$ cat src/rtl/lsf_arb_pkg.sv
// Shared types and helpers for the LSF multi-channel input arbiter.
package lsf_arb_pkg;

  localparam int unsigned HPS_LSF_LEN        = 24;
  localparam int unsigned SLCPROC_HPS_SF_LEN = 20;

  typedef enum logic [1:0] {StIdle, StRoi, StHits} arb_state_e;

  typedef struct packed {
    logic                   last;
    logic [HPS_LSF_LEN-1:0] data;
  } hit_entry_t;

  // Channel index width; a single channel still gets one bit.
  function automatic int unsigned ch_width(input int unsigned n);
    return (n > 1) ? $clog2(n) : 1;
  endfunction

endpackage

$ cat src/rtl/lsf_sync_fifo.sv
// First-word-fall-through synchronous FIFO with count-based empty/almost-full and drop flag.
module lsf_sync_fifo #(
  parameter int unsigned WIDTH     = 8,
  parameter int unsigned DEPTH     = 8,
  parameter int unsigned AF_MARGIN = 2
) (
  input  logic             clock,
  input  logic             reset,
  input  logic [WIDTH-1:0] wdata,
  input  logic             we,
  input  logic             re,
  output logic [WIDTH-1:0] rdata,
  output logic             empty,
  output logic             af,
  output logic             dropped
);

  localparam int unsigned AW = $clog2(DEPTH);

  logic [WIDTH-1:0] mem_q [DEPTH];
  logic [AW-1:0]    wr_ptr_q, rd_ptr_q;
  logic [AW:0]      count_q;
  logic             full, push, pop;

  assign empty   = (count_q == '0);
  assign full    = (count_q == (AW+1)'(DEPTH));
  assign af      = (32'(DEPTH) - 32'(count_q)) <= 32'(AF_MARGIN);
  // Full is judged on the start-of-cycle count, so a same-cycle read does not rescue a write.
  assign push    = we & ~full;
  assign pop     = re & ~empty;
  assign dropped = we & full;
  assign rdata   = mem_q[rd_ptr_q];

  always_ff @(posedge clock) begin
    if (!reset) begin
      wr_ptr_q <= '0;
      rd_ptr_q <= '0;
      count_q  <= '0;
    end else begin
      if (push) wr_ptr_q <= wr_ptr_q + 1'b1;
      if (pop)  rd_ptr_q <= rd_ptr_q + 1'b1;
      count_q <= count_q + (AW+1)'(push) - (AW+1)'(pop);
    end
  end

  always_ff @(posedge clock) begin
    if (push) mem_q[wr_ptr_q] <= wdata;
  end

endmodule

$ cat src/rtl/lsf_multi_channel_arbiter.sv
// N-channel LSF input stage: per-channel ROI/hit FIFOs, round-robin whole-event arbiter,
// saturating per-channel drop counters.
module lsf_multi_channel_arbiter
  import lsf_arb_pkg::*;
#(
  parameter int unsigned NUM_CH    = 3,
  parameter int unsigned HIT_W     = HPS_LSF_LEN,
  parameter int unsigned ROI_W     = SLCPROC_HPS_SF_LEN,
  parameter int unsigned HIT_DEPTH = 32,
  parameter int unsigned ROI_DEPTH = 8,
  parameter int unsigned AF_MARGIN = 4,
  parameter int unsigned CNT_W     = 16,
  localparam int unsigned CH_W     = ch_width(NUM_CH)
) (
  input  logic                          clock,
  input  logic                          reset,
  input  logic [NUM_CH-1:0][HIT_W-1:0]  hit_data,
  input  logic [NUM_CH-1:0]             hit_last,
  input  logic [NUM_CH-1:0]             hit_we,
  output logic [NUM_CH-1:0]             hit_af,
  input  logic [NUM_CH-1:0][ROI_W-1:0]  roi_data,
  input  logic [NUM_CH-1:0]             roi_we,
  output logic [NUM_CH-1:0]             roi_af,
  output logic [ROI_W-1:0]              out_roi,
  output logic                          out_roi_empty,
  input  logic                          out_roi_re,
  output logic [HIT_W-1:0]              out_hit,
  output logic                          out_hit_last,
  output logic                          out_hit_empty,
  input  logic                          out_hit_re,
  output logic [CH_W-1:0]               out_ch,
  output logic                          busy,
  input  logic                          clr_counters,
  output logic [NUM_CH-1:0][CNT_W-1:0]  drop_cnt
);

  typedef struct packed {
    logic             last;
    logic [HIT_W-1:0] data;
  } hit_word_t;

  hit_word_t [NUM_CH-1:0]            hit_head;
  logic [NUM_CH-1:0][ROI_W-1:0]      roi_head;
  logic [NUM_CH-1:0]                 hit_empty, roi_empty;
  logic [NUM_CH-1:0]                 hit_pop, roi_pop;
  logic [NUM_CH-1:0]                 hit_drop, roi_drop;

  for (genvar g = 0; g < NUM_CH; g++) begin : g_ch
    lsf_sync_fifo #(
      .WIDTH     (HIT_W + 1),
      .DEPTH     (HIT_DEPTH),
      .AF_MARGIN (AF_MARGIN)
    ) u_hit_fifo (
      .clock   (clock),
      .reset   (reset),
      .wdata   ({hit_last[g], hit_data[g]}),
      .we      (hit_we[g]),
      .re      (hit_pop[g]),
      .rdata   (hit_head[g]),
      .empty   (hit_empty[g]),
      .af      (hit_af[g]),
      .dropped (hit_drop[g])
    );

    lsf_sync_fifo #(
      .WIDTH     (ROI_W),
      .DEPTH     (ROI_DEPTH),
      .AF_MARGIN (AF_MARGIN)
    ) u_roi_fifo (
      .clock   (clock),
      .reset   (reset),
      .wdata   (roi_data[g]),
      .we      (roi_we[g]),
      .re      (roi_pop[g]),
      .rdata   (roi_head[g]),
      .empty   (roi_empty[g]),
      .af      (roi_af[g]),
      .dropped (roi_drop[g])
    );
  end

  arb_state_e                   state_q, state_d;
  logic [CH_W-1:0]              out_ch_q, out_ch_d, rr_ptr_q, rr_ptr_d;
  logic [CH_W-1:0]              scan_sel, next_ch;
  logic                         scan_found;
  logic [NUM_CH-1:0][CNT_W-1:0] drop_cnt_q, drop_cnt_d;
  hit_word_t                    cur_hit;
  logic                         cur_hit_empty, cur_roi_empty;

  assign cur_hit       = hit_head[out_ch_q];
  assign cur_hit_empty = hit_empty[out_ch_q];
  assign cur_roi_empty = roi_empty[out_ch_q];
  assign next_ch       = (out_ch_q == CH_W'(NUM_CH - 1)) ? '0 : out_ch_q + 1'b1;

  // Round-robin scan starting at rr_ptr, first non-empty ROI FIFO wins.
  always_comb begin
    int unsigned idx;
    idx        = 0;
    scan_found = 1'b0;
    scan_sel   = '0;
    for (int unsigned i = 0; i < NUM_CH; i++) begin
      idx = 32'(rr_ptr_q) + i;
      if (idx >= NUM_CH) idx = idx - NUM_CH;
      if (!scan_found && !roi_empty[CH_W'(idx)]) begin
        scan_found = 1'b1;
        scan_sel   = CH_W'(idx);
      end
    end
  end

  always_comb begin
    state_d  = state_q;
    out_ch_d = out_ch_q;
    rr_ptr_d = rr_ptr_q;
    roi_pop  = '0;
    hit_pop  = '0;
    unique case (state_q)
      StIdle: begin
        if (scan_found) begin
          out_ch_d = scan_sel;
          state_d  = StRoi;
        end
      end
      StRoi: begin
        if (out_roi_re && !cur_roi_empty) begin
          roi_pop[out_ch_q] = 1'b1;
          state_d           = StHits;
        end
      end
      StHits: begin
        if (out_hit_re && !cur_hit_empty) begin
          hit_pop[out_ch_q] = 1'b1;
          if (cur_hit.last) begin
            rr_ptr_d = next_ch;
            state_d  = StIdle;
          end
        end
      end
      default: state_d = StIdle;
    endcase
  end

  assign out_roi_empty = (state_q != StRoi) | cur_roi_empty;
  assign out_hit_empty = (state_q != StHits) | cur_hit_empty;
  assign out_roi       = out_roi_empty ? '0 : roi_head[out_ch_q];
  assign out_hit       = out_hit_empty ? '0 : cur_hit.data;
  assign out_hit_last  = out_hit_empty ? 1'b0 : cur_hit.last;
  assign out_ch        = out_ch_q;
  assign busy          = (state_q != StIdle);
  assign drop_cnt      = drop_cnt_q;

  // A channel can lose a hit and an ROI in the same cycle, so the increment is 0..2.
  always_comb begin
    logic [CNT_W:0] sum;
    sum        = '0;
    drop_cnt_d = drop_cnt_q;
    for (int unsigned i = 0; i < NUM_CH; i++) begin
      sum = {1'b0, drop_cnt_q[i]} + (CNT_W+1)'(hit_drop[i]) + (CNT_W+1)'(roi_drop[i]);
      if (clr_counters)  drop_cnt_d[i] = '0;
      else if (sum[CNT_W]) drop_cnt_d[i] = '1;
      else               drop_cnt_d[i] = sum[CNT_W-1:0];
    end
  end

  always_ff @(posedge clock) begin
    if (!reset) begin
      state_q    <= StIdle;
      out_ch_q   <= '0;
      rr_ptr_q   <= '0;
      drop_cnt_q <= '0;
    end else begin
      state_q    <= state_d;
      out_ch_q   <= out_ch_d;
      rr_ptr_q   <= rr_ptr_d;
      drop_cnt_q <= drop_cnt_d;
    end
  end

endmodule
$ cat config.mk
export PLATFORM = sky130hd
export DESIGN_NAME = lsf_multi_channel_arbiter
export DESIGN_NICKNAME = d
export VERILOG_FILES = /design/src/rtl/lsf_arb_pkg.sv /design/src/rtl/lsf_sync_fifo.sv /design/src/rtl/lsf_multi_channel_arbiter.sv
export SDC_FILE = /design/constraint.sdc
export NUM_CORES = 2
export LEC_CHECK = 0
export CORE_ASPECT_RATIO = 0.8
export CORE_MARGIN = 2
export CORE_UTILIZATION = 48
export CTS_CLUSTER_DIAMETER = 30
export DETAILED_ROUTE_END_ITERATION = 16
export SETUP_SLACK_MARGIN = 0.4
export SLEW_MARGIN = 20
export SYNTH_ARGS = -nofsm -noshare
export SYNTH_HDL_FRONTEND = slang
export SYNTH_HIERARCHICAL = 1
export SYNTH_SLANG_ARGS = --single-unit
$ cat constraint.sdc
create_clock -name clock -period 4.09 [get_ports clock]
set_input_delay 1.0225 -clock clock [delete_from_list [all_inputs] [get_ports clock]]
set_output_delay 1.0225 -clock clock [all_outputs]
set_load 0.005 [all_outputs]
==> impl_results.md <==
* Post-layout util at 61.8%
* Final Hold Viols at 0
* Minimum clock period at 4840 ps
* Ys async rst share at 0%
* Worst path arrival time at 3820 ps
* Initial DRC Count at 7196
* Largest net degree at the start of global routing at 49
* Dpl cells at 10000
* Ys flop type: edfxtp_1
* Fin worst setup slack at -755 ps
* Hpwl dp at 185 mm
* Area share of and/or/nand/nor cells after synthesis at 3.65%
* R2R Setup Slk at 500 ps
* Kind of critical path: flop to primary output
* PortBufs at 249
* Critical Path Fanout Max at 30
* Global route overflow at 0
* Met2 usage at 36.2%
* Clk_skew at 38.7 ps
* Die W at 562 µm
* DRC viols at 0
* Final period util at 118%
* Leak at 49.3 nW
* Clk buf depth at 4
* Min Hold Slack at 470 ps
* Most common cell after layout, fill and taps aside: edfxtp_1
* Vias at 65600
* Layout Cells excl Fill at 11200
* Register bit total from synthesis at 3036
* Yosys Warn Count at 6
* Mux cell area share after synthesis at 14.5%
* Cell Pwr Density at 565 mW/mm²
* Wirelength, routed at 314 mm
* Synth Net Count at 6484
* Pre-CTS WS at -534 ps
* Fmax at 206 MHz
* Gr usage total at 24.5%
* Vias in the first global route at 65400
* Syn_area_per_cell at 19.1 µm²
* Share of cells above drive strength 1 at 31.1%
* FP Rows at 163
* HP Class: flop to flop
* Sequential fraction of the synthesis area at 74.9%
* CTS Sinks at 3036
* Die area at 0.253 mm²
* Number of flops mapped to enable cells by yosys at 2880
* Total I/O pin count at 250
* Status: finished with violations
* H-Tree Depth at 6
* Met3 Use GR at 4.79%
* WP data required at 3070 ps
* Root buffer cell: clkbuf_16
* Area Overhead vs Synth at 27.7%
* Core ar. at 0.247 mm²
* Initial core utilization at 48.4%
* Placed Instance Area at 0.131 mm²
* Max Cap Viol at 0
* Final setup viols at 43
* Crit start category: flop
* Compound-gate portion of the synthesized area at 3.80%
* DRT Pass-1 Iters at 5
* Fin nets at 7673
* Routed Antenna Nets at 0
* RD Place Congestion at 0.799
* Worst Reg-to-Reg Cells at 20
* DR WL/cell at 28.1 µm
* XOR/XNOR Fraction of Synth Area at 0.447%
* CTS buffer count at 529
* Fin area at 0.153 mm²
* Worst Hold Depth at 2
* First-pass GRT wire length at 454 mm
* Distinct cell type count after synthesis at 73
* CTS tree: built
* Post-Syn Instances at 6250
* Setup repair after global routing missed its margin: yes
* Worst slew pin tran at 1130 ps
* GR Util met1 at 37.5%
* Area share of fa/ha/maj cells after synthesis at 0.977%
* Largest family of logic cells by synthesized area: multiplexers
* Chip Height at 450 µm
* GR peak layer: met1
* Slew headroom at 24.5%
* Clk Latency, worst-skew pair at 900 ps
* Clock-pin slew on the worst setup and hold paths at 50 ps
* Hold buffers post-CTS at 0
* Failing checks: negative setup slack
* Avg Vias per Cell at 5.88
* Final Max Slew Viols at 0
* Commonest cells after routing, fill and taps aside: 2880 x edfxtp_1, 647 x mux2i_1, 545 x clkbuf_16
* Worst Setup End Kind: primary output
* Maximum VDD drop at 0.000347 V
* Mapped Area at 0.120 mm²
* Initial antenna violation count at 21
[flip-flops by register name, indices dropped and copies added, names as in the netlist, named ones only]
signal and cells:
drop_cnt 48, g_ch.u_hit_fifo/count_q 18, g_ch.u_hit_fifo/mem_q 2400, g_ch.u_hit_fifo/rd_ptr_q 15, g_ch.u_hit_fifo/wr_ptr_q 15, g_ch.u_roi_fifo/count_q 12
g_ch.u_roi_fifo/mem_q 480, g_ch.u_roi_fifo/rd_ptr_q 9, g_ch.u_roi_fifo/wr_ptr_q 9, out_ch 2, rr_ptr_q 2, state_q 2
[final cells by class]
| type | instances | area (µm²) |
|---|---|---|
| fill | 17400 | 94500 |
| sequential | 3036 | 89700 |
| multi-input combinational | 2793 | 30100 |
| clock buffer | 626 | 14000 |
| timing repair buffer | 993 | 10700 |
| tap | 3300 | 4130 |
| clock inverter | 329 | 3760 |
| inverter | 86 | 338 |
| antenna | 6 | 15.0 |
[routing by layer]
layer,share of wire [%],vias to the layer above
li1,-,28200
met1,45,34400
met2,45,2595
met3,8.2,411
met4,1.9,10
met5,0.018,-
[stage by stage]
stage | setup TNS (ps) | power, mW
floorplan | 0 | 38.8
global placement | -5980 | 42.2
detailed placement | -5850 | 42.3
CTS | -18910 | 86.7
global route | -21450 | 88.9
finish | -16700 | 86.3
[synthesized netlist by cell type (all sizes together), types with 61 or more instances]
library cell | count | area [µm²]
clkbuf | 157 | 589
ha | 79 | 988
mux2i | 680 | 6810
nand3 | 185 | 926
edfxtp | 2880 | 86500
a21oi | 113 | 566
mux4 | 420 | 9890
buf | 178 | 1110
a22oi | 452 | 3390
nand2 | 91 | 342
nand4 | 98 | 653
inv | 86 | 323
dfxtp | 156 | 3120
nor2 | 246 | 923
mux2 | 61 | 687
[cells by family (layout without fill, tap and decap cells)]
group           count (synthesis)  after routing
mux                          1161           1161
other cells                     0              6
simple gates                  841            841
xor+xnor                       61             61
flops                        3036           3036
buf+inv                       421           2034
fa+ha+maj                      88             88
compound gates                642            642
[worst paths after layout]
path                                                     start                       endpoint
worst max-delay path                                      flop                     out_hit[5]
worst max register to register   g_ch[0].u_hit_fifo/count_q[2]  g_ch[0].u_hit_fifo/count_q[4]
worst min register to register  g_ch[0].u_roi_fifo/rd_ptr_q[1]                           flop
worst min-delay path            g_ch[0].u_roi_fifo/rd_ptr_q[1]                           flop
[power breakdown]
part	internal (mW)	leakage (nW)	switching, mW
sequential	34.9	27.2	0.328
clock	28.5	8.58	15.0
combinational	2.94	13.4	4.53
total	66.4	49.3	19.9
[critical path, cell delays in order (launching register included)]
cell     delay, ps
dfxtp_4        360
buf_4          100
buf_4          140
buf_16         150
and2_4         200
buf_12         240
a22oi_1        160
nand3_2        120
nand4_1        280
mux2i_4        430
nor2_1          80
buf_4          190
a21oi_4        200
nor2_1          80
buf_2          130
[timing repair]
action                     in CTS  in global routing
setup endpoints to repair      67                 58
pin swaps                     111                 78
buffers inserted              129                 33
gates resized for setup       572                128
cloned                         23                  0
No activity file was read; power rests on OpenSTA's default activity.
